[src/rtl/load_store_unit.sv]
// Load/store unit: single-outstanding initiator for the data-memory port.
// Supports byte/half/word accesses with sign/zero-extended loads and
// read-modify-write sub-word stores, plus alignment and range checking.
//
// Handshake: a request transfers on a posedge where req_valid && req_ready.
// req_ready is high only in IDLE. Request fields are captured on that edge
// and need not be held afterwards. resp_valid is a one-cycle pulse with no
// back-pressure; resp_rdata/resp_misaligned/resp_oob are valid with it.
module load_store_unit #(
  parameter logic [31:0] ADDR_LIMIT = 32'd1024
) (
  input  logic        clk,
  input  logic        reset,
  input  logic        req_valid,
  output logic        req_ready,
  input  logic        req_we,
  input  logic [1:0]  req_size,
  input  logic        req_unsigned,
  input  logic [31:0] req_addr,
  input  logic [31:0] req_wdata,
  output logic        resp_valid,
  output logic [31:0] resp_rdata,
  output logic        resp_misaligned,
  output logic        resp_oob,
  output logic [31:0] mem_address,
  output logic [31:0] mem_write_data,
  output logic        mem_read,
  output logic        mem_write,
  input  logic [31:0] mem_read_data,
  output logic [2:0]  dbg_state
);

  typedef enum logic [2:0] {
    IDLE     = 3'd0,
    LOAD     = 3'd1,
    RMW_READ = 3'd2,
    WRITE    = 3'd3,
    RESP     = 3'd4
  } state_t;

  state_t      state;
  logic [1:0]  lane_q;
  logic [1:0]  size_q;
  logic        uns_q;
  logic [15:0] wdata_q;

  logic        misaligned;
  logic        oob;
  logic [7:0]  byte_sel;
  logic [15:0] half_sel;
  logic [31:0] load_val;
  logic [31:0] merged;

  // Memory strobes and handshake outputs are pure decodes of the state register.
  assign req_ready  = (state == IDLE);
  assign resp_valid = (state == RESP);
  assign mem_read   = (state == LOAD) || (state == RMW_READ);
  assign mem_write  = (state == WRITE);
  assign dbg_state  = state;

  // Classify the incoming request: alignment and address-range errors.
  always_comb begin
    misaligned = 1'b0;
    case (req_size)
      2'b00:   misaligned = 1'b0;
      2'b01:   misaligned = req_addr[0];
      2'b10:   misaligned = (req_addr[1:0] != 2'b00);
      default: misaligned = 1'b1;
    endcase
    oob = (req_addr >= ADDR_LIMIT);
  end

  // Lane extraction for loads and lane merge for sub-word stores (little-endian).
  always_comb begin
    byte_sel = 8'h00;
    case (lane_q)
      2'd0:    byte_sel = mem_read_data[7:0];
      2'd1:    byte_sel = mem_read_data[15:8];
      2'd2:    byte_sel = mem_read_data[23:16];
      default: byte_sel = mem_read_data[31:24];
    endcase
    half_sel = lane_q[1] ? mem_read_data[31:16] : mem_read_data[15:0];

    load_val = mem_read_data;
    case (size_q)
      2'b00:   load_val = uns_q ? {24'h000000, byte_sel} : {{24{byte_sel[7]}}, byte_sel};
      2'b01:   load_val = uns_q ? {16'h0000, half_sel} : {{16{half_sel[15]}}, half_sel};
      default: load_val = mem_read_data;
    endcase

    merged = mem_read_data;
    if (size_q == 2'b00) begin
      case (lane_q)
        2'd0:    merged[7:0]   = wdata_q[7:0];
        2'd1:    merged[15:8]  = wdata_q[7:0];
        2'd2:    merged[23:16] = wdata_q[7:0];
        default: merged[31:24] = wdata_q[7:0];
      endcase
    end else if (lane_q[1]) begin
      merged[31:16] = wdata_q;
    end else begin
      merged[15:0] = wdata_q;
    end
  end

  // Control FSM and all registered outputs; reset aborts any operation in flight.
  always_ff @(posedge clk or posedge reset) begin
    if (reset) begin
      state           <= IDLE;
      lane_q          <= 2'd0;
      size_q          <= 2'd0;
      uns_q           <= 1'b0;
      wdata_q         <= 16'h0000;
      mem_address     <= 32'h0;
      mem_write_data  <= 32'h0;
      resp_rdata      <= 32'h0;
      resp_misaligned <= 1'b0;
      resp_oob        <= 1'b0;
    end else begin
      case (state)
        IDLE: begin
          if (req_valid) begin
            lane_q          <= req_addr[1:0];
            size_q          <= req_size;
            uns_q           <= req_unsigned;
            wdata_q         <= req_wdata[15:0];
            mem_address     <= {req_addr[31:2], 2'b00};
            resp_misaligned <= misaligned;
            resp_oob        <= oob;
            if (misaligned || oob) begin
              resp_rdata <= 32'h0;
              state      <= RESP;
            end else if (!req_we) begin
              state <= LOAD;
            end else if (req_size == 2'b10) begin
              mem_write_data <= req_wdata;
              state          <= WRITE;
            end else begin
              state <= RMW_READ;
            end
          end
        end
        LOAD: begin
          resp_rdata <= load_val;
          state      <= RESP;
        end
        RMW_READ: begin
          mem_write_data <= merged;
          state          <= WRITE;
        end
        WRITE: begin
          resp_rdata <= 32'h0;
          state      <= RESP;
        end
        RESP:    state <= IDLE;
        default: state <= IDLE;
      endcase
    end
  end

endmodule

[config.mk]
export PLATFORM = sky130hd
export DESIGN_NAME = load_store_unit
export DESIGN_NICKNAME = d
export VERILOG_FILES = /design/src/rtl/load_store_unit.sv
export SDC_FILE = /design/constraint.sdc
export NUM_CORES = 1
export LEC_CHECK = 0
export ABC_AREA = 1
export BUFFER_PORTS_ARGS = -buffer_cell sky130_fd_sc_hd__buf_4
export CAP_MARGIN = 20
export CORE_AREA = 8 8 118 120
export CTS_BUF_LIST = sky130_fd_sc_hd__clkbuf_8
export DETAILED_ROUTE_END_ITERATION = 10
export DIE_AREA = 0 0 126 128
export GPL_TIMING_DRIVEN = 0
export PLACE_DENSITY = 0.95
export SYNTH_ARGS = -nofsm -noshare
export SYNTH_HDL_FRONTEND = slang
export SYNTH_SLANG_ARGS = --single-unit
[constraint.sdc]
create_clock -name clk -period 9 [get_ports clk]
set_input_delay 0.45 -clock clk [delete_from_list [all_inputs] [get_ports clk]]
set_output_delay 0.45 -clock clk [all_outputs]
set_load 0.02 [all_outputs]
# After elaboration in Yosys (flattened, before gate mapping)
# Index checks and enable logic that the tools add are counted.
# classes
magnitude_cmp,1
mux,26
eq_ne,14
reduce_logical,14
# ops
op,n
$mux W32,9
$pmux W32 S2,2
$pmux W32 S3,1
$mux W16,3
$ge A32 B11 Y1 const B,1
$mux W8,4
$pmux W8 S3,1
$pmux W3 S3,1
$eq A2 B1 Y1 const B,3
$eq A3 B2 Y1 const B,2
$logic_not A2 Y1,3
$mux W3,2
$ne A2 B1 Y1 const B,3
$reduce_and A5 Y1,1
$eq A2 B2 Y1 const B,2
$ne A2 B2 Y1 const B,2
$reduce_bool A2 Y1,2
$eq A3 B1 Y1 const B,1
$eq A3 B3 Y1 const B,1
$logic_not A3 Y1,1
$pmux W1 S3,1
$reduce_and A3 Y1,1
$reduce_bool A3 Y1,1
$reduce_or A3 Y1,1
5 further kinds,6
# totals
elab_cells,65
output_inout_bits,105
ff_bits,120

# Logic depth before layout (Yosys ltp)
# Gate-level depths: netlist of run 1.
# depth
word_depth,6
ltp_mapped,11
ltp_nobuf,9

# Worst setup path after synthesis of run 1
# Ideal clock, no wire load.
# synth_path
path_kind,flip-flop to output port
from,"register state[0], in the netlist dbg_state[0]"
to,output port mem_read
path_stages_with_launch,8
required_ns,8.550
setup_slack_ns,7.159
t_arrival_ns,1.391
path_cell_list,dfrtp_1 -> inv_2 -> nand2_1 -> nor2_2 -> inv_2 -> buf_2 -> buf_2 -> o21ai_0
# synth_via
elab_chain_cells,2
# synth_rtl
item,line_no,rtl
"start, declared",41,state_t state;
"start signal, assigned",109,state <= IDLE;
"start signal, assigned",132,state <= RESP;
"start signal, assigned",134,state <= LOAD;
$eq A3 B1 Y1 / $eq A3 B2 Y1 (equally long branches),57,assign mem_read = (state == LOAD) || (state == RMW_READ);
$logic_or A1 B1 Y1 *,57,
"end, declared",27,"output logic mem_read,"
# Mark *: on every way between the ends. The rest lies on a longest branch, timed or not.

# Worst setup path in the final report of run 1
# layout_path
from,"register state[1], in the netlist dbg_state[1]"
to,output port mem_read
# The elaborated chain is that of the path after synthesis.

==> summary.txt, run 1 <==
Synth
  • Cells after synthesis: 918
  • Mux contribution to synthesized area: 4.59%
  • Sequential share of the synthesized area: 43.7%
  • Post-Synthesis Mean Instance Area: 7.49 um^2
  • Area of the mapped netlist: 6880 um^2
  • Yosys warning count: 0
  • Adder and majority cell fraction of the synthesized area: 0%
  • Number of distinct library cells after synthesis: 35
  • Compound-gate portion of the synthesized area: 9.70%
  • Post-synthesis sequential element count: 120
  • Main combinational cell family by area after synthesis: simple AND/OR/NAND/NOR gates
  • Post-Synth XOR/XNOR Area: 0%
  • Synth Area in Simple Gates: 33.2%

Critical path
  • Max FO, Critical Path: 10
  • Data required time at the worst endpoint: 8.55 ns
  • Arrival time of data at the critical path endpoint: 2.09 ns
  • R2r endpoint: mem_write_data[14]
  • Setup slack, reg-to-reg: 7.06 ns
  • Category of the critical setup timing path: flip-flop to output port
  • First element of the critical path: dbg_state[1]
  • Worst setup SP type: flip-flop
  • CP endpoint kind: output port
  • Crit Reg-Reg Startpoint: lane_q[1]
  • Register-to-Register Path Depth: 9

Floorplan
  • Vertical die dimension: 128 um
  • Core Region: 12200 um^2
  • Die area: 16100 um^2
  • Row count: 41
  • I/O Pins: 208
  • Initial core utilization: 56.3%
  • DIE WIDTH: 126 um

Clocking
  • Number of buffers between clock root and the deepest sink: 2
  • CTS HTree Levels: 4
  • Post-CTS Setup Inserts: 0
  • Worst-Skew Late Latency: 0.46 ns
  • Post-CTS sizing: 0
  • Clock sinks: 120
  • # hold bufs at CTS: 0
  • Number of CTS-inserted buffers: 17
  • Cell at the root of the clock tree: sky130_fd_sc_hd__clkbuf_8
  • Clock transition time at the flip-flop clock pins of the worst setup and hold paths: 0.07 ns
  • Clock tree from TritonCTS: built

Drt
  • DRC violation total after the first TritonRoute iteration: 907
  • Remaining number of nets flagged by the antenna check after routing: 0
  • Vias after detailed routing: 7463
  • Number of vias per cell: 5.71
  • Iteration count of the initial detailed-routing pass: 6
  • Detailed-route wire length: 26.1 mm
  • Detail-routed net length per standard cell: 20.0 um
  • Remaining routing DRC violations: 0

Status
  • Failing checks: negative hold slack
  • Run status: finished with violations

Timing
  • Min Clock Period, post-route: 2.54 ns
  • Slew at the pin closest to its max-slew limit: 0.584 ns
  • Unrepaired setup endpoints after global routing: false
  • Final setup skew: 0.00964 ns
  • Relative max-transition margin: 61.0%
  • Number of max-slew violations in the final report: 0
  • Max Freq: 394 MHz
  • Tcrit/Tclk final: 28.2%
  • Final-layout worst hold slack: -0.00211 ns
  • Post-layout worst setup margin: 6.46 ns
  • Number of endpoints with negative hold slack in the final report: 4
  • Setup-violating endpoint count in the final report: 0
  • Setup total negative slack: 0 ns

Layout
  • Share of post-route cells with drive strength above 1: 29.6%
  • Design area: 9050 um^2
  • Commonest cells after routing, fill and taps aside: sky130_fd_sc_hd__nand2_1 (359), sky130_fd_sc_hd__buf_4 (214), sky130_fd_sc_hd__dfrtp_1 (120), sky130_fd_sc_hd__nand3_1 (109), sky130_fd_sc_hd__o21ai_0 (74)
  • Fill cell total of the finished layout: 925
  • Net total in the final layout: 1247
  • Layout area overhead: 31.6%
  • Seq. cell area: 3000 um^2
  • Area of combinational cells with multiple inputs: 3270 um^2
  • Diode insertion count for antenna repair: 0
  • Leading cell type in the layout, fill and taps excluded: sky130_fd_sc_hd__nand2_1

Global route
  • Pin count of the biggest net entering global routing: 75
  • Initial antenna violation count: 0
  • Wire length of the first global-routing pass: 40.6 mm
  • Total congestion overflow after global routing: 0
  • Vias in the first global route: 7493
  • All-layer global routing usage: 32.6%

Power and ir drop
  • Worst VDD drop: 0.308 mV
  • Pwr dens: 326 nW/um^2
  • Leakage: 4.85 nW

Run
  • Max-cap violations: 0

Place
  • Count of port buffers added during placement: 205
  • Setup WS pre-CTS: 6.97 ns
  • Post-place instance area: 8640 um^2
  • Final weighted congestion in routability-driven placement: 1.00
  • Post-detailed-placement half-perimeter wirelength: 20.0 mm

Hold path
  • Worst hold path type: input port to asynchronous set/reset pin
## worst max-delay path, stage by stage (launching register included)
cell	delay, ns
sky130_fd_sc_hd__dfrtp_1	0.45
sky130_fd_sc_hd__nand2_1	0.13
sky130_fd_sc_hd__nor2_2	0.07
sky130_fd_sc_hd__inv_2	0.09
sky130_fd_sc_hd__buf_2	0.27
sky130_fd_sc_hd__buf_2	0.31
sky130_fd_sc_hd__o21ai_0	0.13
sky130_fd_sc_hd__buf_4	0.17
## per-layer routing
layer  up-vias  global-route usage, %  wire, um
met5         -                      0         0
met4         0                   16.7      1070
met3        80                   9.28      2730
met2       438                   54.3     12600
met1      3524                   37.8      9720
li1       3421                      -         -
## cells by family (layout without fill, tap and decap cells)
group	Yosys count	count (layout)
compound gates	119	119
buf+inv	129	366
flops	120	120
mux	28	28
other cells	1	2
simple gates	521	521
## worst max-delay path by stage
stage / end / cells past startpoint
after global routing: mem_read / 7
final: mem_read / 7
after detailed placement: mem_read / 7
after CTS: mem_read / 7
after global placement: wdata_q[0] / 2
after floorplan: dbg_state[0] / 1
## Yosys cell counts
master / number / area (um^2)
sky130_fd_sc_hd__a21oi_4: 1 / 16.3
sky130_fd_sc_hd__conb_1: 1 / 3.75
sky130_fd_sc_hd__nand3_1: 109 / 546
sky130_fd_sc_hd__a21boi_0: 1 / 7.51
sky130_fd_sc_hd__nand2_8: 1 / 20.0
sky130_fd_sc_hd__inv_2: 7 / 26.3
sky130_fd_sc_hd__a22oi_1: 6 / 45.0
sky130_fd_sc_hd__nor2_1: 20 / 75.1
sky130_fd_sc_hd__buf_8: 1 / 15.0
sky130_fd_sc_hd__buf_2: 26 / 130
sky130_fd_sc_hd__nand4_2: 1 / 12.5
sky130_fd_sc_hd__nand2_1: 359 / 1350
sky130_fd_sc_hd__mux2_2: 28 / 315
sky130_fd_sc_hd__o21bai_2: 1 / 11.3
sky130_fd_sc_hd__nand4_1: 7 / 43.8
sky130_fd_sc_hd__nand3b_1: 1 / 7.51
sky130_fd_sc_hd__nand3_4: 2 / 35.0
sky130_fd_sc_hd__dfrtp_1: 120 / 3000
sky130_fd_sc_hd__o211ai_1: 11 / 82.6
sky130_fd_sc_hd__a21oi_1: 20 / 100
sky130_fd_sc_hd__inv_1: 66 / 248
sky130_fd_sc_hd__buf_6: 5 / 56.3
sky130_fd_sc_hd__nand2_2: 3 / 18.8
sky130_fd_sc_hd__buf_4: 9 / 67.6
sky130_fd_sc_hd__nor3_1: 1 / 5.00
sky130_fd_sc_hd__clkbuf_1: 13 / 48.8
sky130_fd_sc_hd__nor2_8: 1 / 20.0
sky130_fd_sc_hd__a21oi_2: 1 / 8.76
sky130_fd_sc_hd__o21ai_0: 74 / 370
sky130_fd_sc_hd__nand3_2: 12 / 120
sky130_fd_sc_hd__o22ai_1: 4 / 25.0
sky130_fd_sc_hd__nor2_4: 1 / 11.3
sky130_fd_sc_hd__nor2_2: 3 / 18.8
sky130_fd_sc_hd__inv_8: 1 / 11.3
sky130_fd_sc_hd__buf_1: 1 / 3.75
## through the flow
stage	instances	total power [mW]	util, %
2_1_floorplan	919	1.82	-
3_3_place_gp	1274	2.36	70.5
3_5_place_dp	1275	2.40	70.8
4_1_cts	1306	2.93	74.1
5_1_grt	1306	3.12	74.1
6_report	1306	2.95	74.1
## cell type report
cell class                      instances  area share [%]
Buffer                                 55            3.55
Clock buffer                           19            2.89
Clock inverter                         12            1.66
Inverter                               74            3.21
Multi-Input combinational cell        670            36.1
Sequential cell                       120            33.2
Tap cell                              150            2.07
Timing Repair Buffer                  206            17.3
## sequential cells by signal (all words and copies together) (netlist names)
register         count
resp_misaligned      1
resp_rdata          32
lane_q               2
dbg_state            3
wdata_q             16
size_q               2
mem_address         30
uns_q                1
resp_oob             1
mem_write_data      32
## report_power, final
part           leakage, nW  total, mW  switching (mW)  internal, mW
sequential            1.52      0.899           0.168         0.731
combinational         3.13       1.54           0.966         0.569
clock                0.204      0.517           0.231         0.286
total                 4.85       2.95            1.37          1.59
(Power assumes the default switching activity.)
==> inputs of run 2 (changes only) <==
--- a/config.mk
+++ b/config.mk
@@ -8,12 +8,12 @@
 export ABC_AREA = 1
 export BUFFER_PORTS_ARGS = -buffer_cell sky130_fd_sc_hd__buf_4
 export CAP_MARGIN = 20
-export CORE_AREA = 8 8 118 120
+export CORE_AREA = 8 8 122 124
 export CTS_BUF_LIST = sky130_fd_sc_hd__clkbuf_8
 export DETAILED_ROUTE_END_ITERATION = 10
-export DIE_AREA = 0 0 126 128
+export DIE_AREA = 0 0 130 132
 export GPL_TIMING_DRIVEN = 0
-export PLACE_DENSITY = 0.95
+export PLACE_DENSITY = 0.9
 export SYNTH_ARGS = -nofsm -noshare
 export SYNTH_HDL_FRONTEND = slang
 export SYNTH_SLANG_ARGS = --single-unit
==> constraint.sdc (replaced) <==
create_clock -name clk -period 2.38 [get_ports clk]
set_input_delay 0.119 -clock clk [delete_from_list [all_inputs] [get_ports clk]]
set_output_delay 0.119 -clock clk [all_outputs]
set_load 0.02 [all_outputs]
==> run 2 against run 1 <==
Net effect: the flow now finishes without violations; clock power rose to 3.1 times the previous value; first-iteration DRC count rose by 0.55%; final cell count rose by 6.8%; clock skew grew 0.0076 ns; wire length up 10%; power grew to 3.7 times the previous value; cell area is 6.4% higher; sequential share of layout area is 2.0 points lower; non-clock buffer count rose by 63; critical path type unchanged; largest cell class unchanged; global-route usage rose by 1.4 points; sequential power increased to 3.8 times the previous value.
==> summary.txt, run 2 (synthesis gave the netlist of run 1 again) <==
Status
  • Run status: finished, final reports clean

Timing
  • Unrepaired setup endpoints after global routing: false
  • Slew at the pin closest to its max-slew limit: 0.804 ns
  • Max Freq: 447 MHz
  • Number of endpoints with negative hold slack in the final report: 0
  • Tcrit/Tclk final: 94.0%
  • Min Clock Period, post-route: 2.24 ns
  • Setup total negative slack: 0 ns
  • Final setup skew: 0.0172 ns
  • Setup-violating endpoint count in the final report: 0
  • Relative max-transition margin: 46.3%
  • Final-layout worst hold slack: 0.0111 ns
  • Number of max-slew violations in the final report: 0

Floorplan
  • Core Region: 13000 um^2
  • Vertical die dimension: 132 um
  • Initial core utilization: 53.0%
  • I/O Pins: 208
  • Die area: 17200 um^2
  • DIE WIDTH: 130 um
  • Row count: 42

Clocking
  • Cell at the root of the clock tree: sky130_fd_sc_hd__clkbuf_8
  • CTS HTree Levels: 4
  • Clock sinks: 120
  • Clock transition time at the flip-flop clock pins of the worst setup and hold paths: 0.08 ns
  • Number of buffers between clock root and the deepest sink: 2
  • Post-CTS Setup Inserts: 0
  • Number of CTS-inserted buffers: 17
  • Clock tree from TritonCTS: built
  • Worst-Skew Late Latency: 0.46 ns

Critical path
  • R2r endpoint: dbg_state[1]
  • Register-to-Register Path Depth: 7
  • Crit Reg-Reg Startpoint: dbg_state[1]
  • Arrival time of data at the critical path endpoint: 2.12 ns
  • CP endpoint kind: output port
  • Category of the critical setup timing path: flip-flop to output port
  • Worst setup SP type: flip-flop
  • Data required time at the worst endpoint: 2.26 ns
  • Max FO, Critical Path: 10
  • Setup slack, reg-to-reg: 0.26 ns
  • First element of the critical path: dbg_state[1]

Global route
  • All-layer global routing usage: 33.9%
  • Vias in the first global route: 8009
  • Total congestion overflow after global routing: 0
  • Wire length of the first global-routing pass: 44.2 mm
  • Pin count of the biggest net entering global routing: 46
  • Initial antenna violation count: 1

Power and ir drop
  • Leakage: 5.09 nW
  • Worst VDD drop: 0.730 mV
  • Pwr dens: 1150 nW/um^2
  • Overall power of the completed layout: 11.0 mW

Drt
  • DRC violation total after the first TritonRoute iteration: 912
  • Detail-routed net length per standard cell: 20.6 um
  • Remaining routing DRC violations: 0
  • Remaining number of nets flagged by the antenna check after routing: 0
  • Vias after detailed routing: 7916
  • Detailed-route wire length: 28.8 mm
  • Number of vias per cell: 5.67
  • Iteration count of the initial detailed-routing pass: 6

Run
  • Max-cap violations: 0

Place
  • Count of port buffers added during placement: 205
  • Post-place instance area: 8680 um^2
  • Post-detailed-placement half-perimeter wirelength: 19.7 mm
  • Final weighted congestion in routability-driven placement: 0.962
  • Inst Count DP: 1302

Hold path
  • Worst hold path endpoint: mem_write_data[25]
  • Hold depth: 5
  • Worst hold path type: input port to flip-flop
  • Startpoint of the most critical hold path: req_wdata[25]

Layout
  • Fill cell total of the finished layout: 953
  • Share of post-route cells with drive strength above 1: 27.8%
  • Top Registers: mem_write_data: 32 flops, resp_rdata: 32 flops, mem_address: 30 flops
  • Layout area overhead: 40.0%
  • Leading cell type in the layout, fill and taps excluded: sky130_fd_sc_hd__nand2_1
  • Net total in the final layout: 1310
  • Design area: 9630 um^2
  • Commonest cells after routing, fill and taps aside: sky130_fd_sc_hd__nand2_1 (359), sky130_fd_sc_hd__buf_4 (214), sky130_fd_sc_hd__dfrtp_1 (120), sky130_fd_sc_hd__nand3_1 (109), sky130_fd_sc_hd__o21ai_0 (74)
  • Final instance count without filler cells: 1395
[run 2: power breakdown]
part           switching (mW)  total [mW]  internal [mW]
sequential              0.697        3.46           2.76
combinational            3.75        5.97           2.22
clock                   0.861        1.60          0.742
[run 2: layout make-up]
type	instances	area, um^2	area share, %
clock inverter	11	62.6	0.650
inverter	74	289	3.00
sequential	120	3000	31.2
antenna	1	2.50	0.0260
buffer	55	322	3.34
multi-input combinational	670	3270	34.0
clock buffer	19	262	2.72
timing repair buffer	269	2200	22.8
tap	176	220	2.29
[run 2: metal layers]
metal	up-vias	global-route usage, %	share of wire (%)	routed length (um)
met2	550	55.3	47	13600
met5	-	0	0	0
met1	3701	39.8	37	10600
met4	0	17.2	5.2	1500
met3	129	9.71	11	3120
li1	3536	-	-	-
[run 2: how the worst max path moves through the flow]
stage	end	slack, ns	cells past startpoint
after floorplan	mem_write_data[0]	0.76	9
after CTS	mem_read	0.16	8
after global routing	mem_read	0.06	8
final	mem_read	0.14	7
after global placement	mem_write_data[16]	0.09	2
after detailed placement	mem_write_data[29]	0.60	9
[run 2: through the flow]
| stage | worst slack, ns | util (%) |
|---|---|---|
| floorplan | 0.756 | - |
| global placement | 0.0943 | 66.6 |
| detailed placement | 0.604 | 66.9 |
| CTS | 0.159 | 74.2 |
| global route | 0.0633 | 74.2 |
| finish | 0.142 | 74.2 |
[run 2: timing repair]
action / 4_1_cts / 5_1_grt
hold endpoints to repair: 92 / 0
hold buffers: 62 / 0
gates resized for setup: 0 / 0
[run 2: critical path: stages, from the launching register on]
cell                      delay (ns)
sky130_fd_sc_hd__dfrtp_1        0.44
sky130_fd_sc_hd__nand2_1        0.14
sky130_fd_sc_hd__nor2_2         0.07
sky130_fd_sc_hd__inv_2          0.10
sky130_fd_sc_hd__buf_2          0.26
sky130_fd_sc_hd__buf_2          0.33
sky130_fd_sc_hd__o21ai_0        0.13
sky130_fd_sc_hd__buf_4          0.18
==> inputs of run 3 (changes only) <==
==> config.mk (replaced) <==
export PLATFORM = sky130hd
export DESIGN_NAME = load_store_unit
export DESIGN_NICKNAME = d
export VERILOG_FILES = /design/src/rtl/load_store_unit.sv
export SDC_FILE = /design/constraint.sdc
export NUM_CORES = 1
export LEC_CHECK = 0
export ABC_AREA = 1
export CAP_MARGIN = 20
export CORE_AREA = 8 8 117 119
export CTS_BUF_LIST = sky130_fd_sc_hd__clkbuf_8
export DETAILED_ROUTE_END_ITERATION = 10
export DIE_AREA = 0 0 125 127
export DONT_BUFFER_PORTS = 1
export GPL_TIMING_DRIVEN = 0
export PLACE_DENSITY_LB_ADDON = 0.12
export SYNTH_ARGS = -nofsm -noshare
export SYNTH_HDL_FRONTEND = slang
export SYNTH_SLANG_ARGS = --single-unit
==> run 3 against run 2 <==
Net effect: core utilization shrank 2.0 points; die area shrank 7.5%; global-route usage grew 0.53 points; register-to-register slack lost 0.16 ns; power shrank 5.9%; worst setup slack lost 0.043 ns; sequential power grew 22%; fmax shrank 1.9%; final cell count shrank 14%.
==> summary.txt, run 3 (synthesis gave the netlist of run 1 again) <==
Layout
  • Final instance count without filler cells: 1200
  • Layout area overhead: 23.9%
  • Share of post-route cells with drive strength above 1: 13.4%
  • Commonest cells after routing, fill and taps aside: sky130_fd_sc_hd__nand2_1 (359), sky130_fd_sc_hd__dfrtp_1 (119), sky130_fd_sc_hd__nand3_1 (109), sky130_fd_sc_hd__dlygate4sd3_1 (100), sky130_fd_sc_hd__o21ai_0 (73)
  • Leading cell type in the layout, fill and taps excluded: sky130_fd_sc_hd__nand2_1
  • Core utilization of the finished layout: 72.2%
  • Net total in the final layout: 1143
  • Top Registers: mem_write_data: 32 flops, resp_rdata: 32 flops, mem_address: 30 flops
  • Diode insertion count for antenna repair: 0
  • Fill cell total of the finished layout: 880

Place
  • Final weighted congestion in routability-driven placement: 0.965
  • Count of port buffers added during placement: 0
  • Post-detailed-placement half-perimeter wirelength: 18.8 mm
  • Setup WS pre-CTS: 0.368 ns
  • Inst Count DP: 1068

Floorplan
  • Row count: 40
  • Die area: 15900 um^2
  • I/O Pins: 208
  • Vertical die dimension: 127 um
  • DIE WIDTH: 125 um
  • Core Region: 11800 um^2
  • Initial core utilization: 58.2%

Drt
  • Remaining routing DRC violations: 0
  • DRC violation total after the first TritonRoute iteration: 830
  • Remaining number of nets flagged by the antenna check after routing: 0
  • Vias after detailed routing: 7346
  • Number of vias per cell: 6.12
  • Detailed-route wire length: 27.6 mm
  • Detail-routed net length per standard cell: 23.0 um
  • Iteration count of the initial detailed-routing pass: 7

Global route
  • Wire length of the first global-routing pass: 42.4 mm
  • Total congestion overflow after global routing: 0
  • All-layer global routing usage: 34.5%
  • Vias in the first global route: 7545
  • Pin count of the biggest net entering global routing: 48
  • Initial antenna violation count: 0

Clocking
  • Clock transition time at the flip-flop clock pins of the worst setup and hold paths: 0.08 ns
  • Cell at the root of the clock tree: sky130_fd_sc_hd__clkbuf_8
  • Number of buffers between clock root and the deepest sink: 2
  • Number of CTS-inserted buffers: 17
  • Clock sinks: 120
  • Worst-Skew Late Latency: 0.46 ns
  • Clock tree from TritonCTS: built
  • Post-CTS Setup Inserts: 0
  • CTS HTree Levels: 4

Timing
  • Number of max-slew violations in the final report: 0
  • Max Freq: 439 MHz
  • Tcrit/Tclk final: 95.8%
  • Final setup skew: 0.00985 ns
  • Setup total negative slack: 0 ns
  • Unrepaired setup endpoints after global routing: false
  • Relative max-transition margin: 55.2%
  • Post-layout worst setup margin: 0.0996 ns
  • Min Clock Period, post-route: 2.28 ns
  • Setup-violating endpoint count in the final report: 0
  • Slew at the pin closest to its max-slew limit: 0.666 ns
  • Number of endpoints with negative hold slack in the final report: 0

Critical path
  • R2r endpoint: dbg_state[1]
  • Register-to-Register Path Depth: 8
  • Data required time at the worst endpoint: 2.77 ns
  • Category of the critical setup timing path: flip-flop to flip-flop
  • Arrival time of data at the critical path endpoint: 2.67 ns
  • Worst setup SP type: flip-flop
  • Crit Reg-Reg Startpoint: dbg_state[0]
  • Setup slack, reg-to-reg: 0.1 ns
  • Max FO, Critical Path: 10
  • CP endpoint kind: flip-flop

Hold path
  • Worst hold path type: input port to flip-flop
  • Startpoint of the most critical hold path: mem_read_data[14]
  • Worst hold path endpoint: resp_rdata[14]
  • Hold depth: 4

Power and ir drop
  • Leakage: 4.26 nW
  • Pwr dens: 1220 nW/um^2
  • Worst VDD drop: 0.838 mV

Status
  • Run status: finished, final reports clean

Run
  • Max-cap violations: 0
run 3: layout make-up:
| class | instances | area, um^2 | share of cell area, % |
|---|---|---|---|
| plain buffers | 55 | 324 | 3.80 |
| clock buffers | 19 | 262 | 3.07 |
| clock inverters | 13 | 145 | 1.70 |
| inverters | 74 | 289 | 3.39 |
| multi-input cells | 670 | 3270 | 38.4 |
| flip-flops and latches | 120 | 3000 | 35.2 |
| well taps | 147 | 184 | 2.16 |
| repair buffers | 102 | 1040 | 12.2 |
run 3: worst max-delay path, cell delays in order, from the launching register on:
cell                            delay [ns]
sky130_fd_sc_hd__dfrtp_1              0.49
sky130_fd_sc_hd__inv_2                0.10
sky130_fd_sc_hd__nand2_1              0.08
sky130_fd_sc_hd__nor2_2               0.22
sky130_fd_sc_hd__inv_2                0.11
sky130_fd_sc_hd__buf_2                0.20
sky130_fd_sc_hd__clkbuf_4             0.25
sky130_fd_sc_hd__a21oi_1              0.18
sky130_fd_sc_hd__dlygate4sd3_1        0.58
run 3: how the worst max path moves through the flow:
| stage | from | endpoint | slack, ns | cells after the start |
|---|---|---|---|---|
| floorplan | dbg_state[1] | mem_write_data[0] | 0.76 | 9 |
| global placement | reset | wdata_q[1] | 0.37 | 1 |
| detailed placement | dbg_state[2] | mem_write_data[18] | 0.37 | 9 |
| CTS | dbg_state[0] | mem_read | 0.02 | 7 |
| global route | dbg_state[0] | dbg_state[1] | 0.02 | 8 |
| finish | dbg_state[0] | dbg_state[1] | 0.1 | 8 |
run 3: timing repair:
item,in CTS,in global routing
hold endpoints to repair,134,0
resized for setup,0,4
hold buffers,100,0
endpoints found under the setup margin,0,2
run 3: through the flow:
step	hold WS [ns]	power, mW	instance area (um^2)
3_3_place_gp	0.271	7.95	7070
4_1_cts	0.00897	10.1	8520
6_report	0.00848	10.4	8520
2_1_floorplan	0.270	6.90	6880
5_1_grt	0.0165	10.9	8520
3_5_place_dp	0.101	8.10	7110
run 3: per-layer routing:
layer	routed length (um)	GRT usage (%)	up-vias
li1	-	-	3219
met1	10200	40.3	3515
met2	12900	56.0	537
met3	3380	11.9	75
met4	1020	16.9	0
met5	0	0	-
run 3: power breakdown:
part	internal, mW	switching (mW)	total, mW	leakage, nW
Sequential	2.76	1.46	4.22	1.52
Clock	0.992	0.911	1.90	0.199
Combinational	1.46	2.80	4.26	2.54
Total	5.21	5.18	10.4	4.26
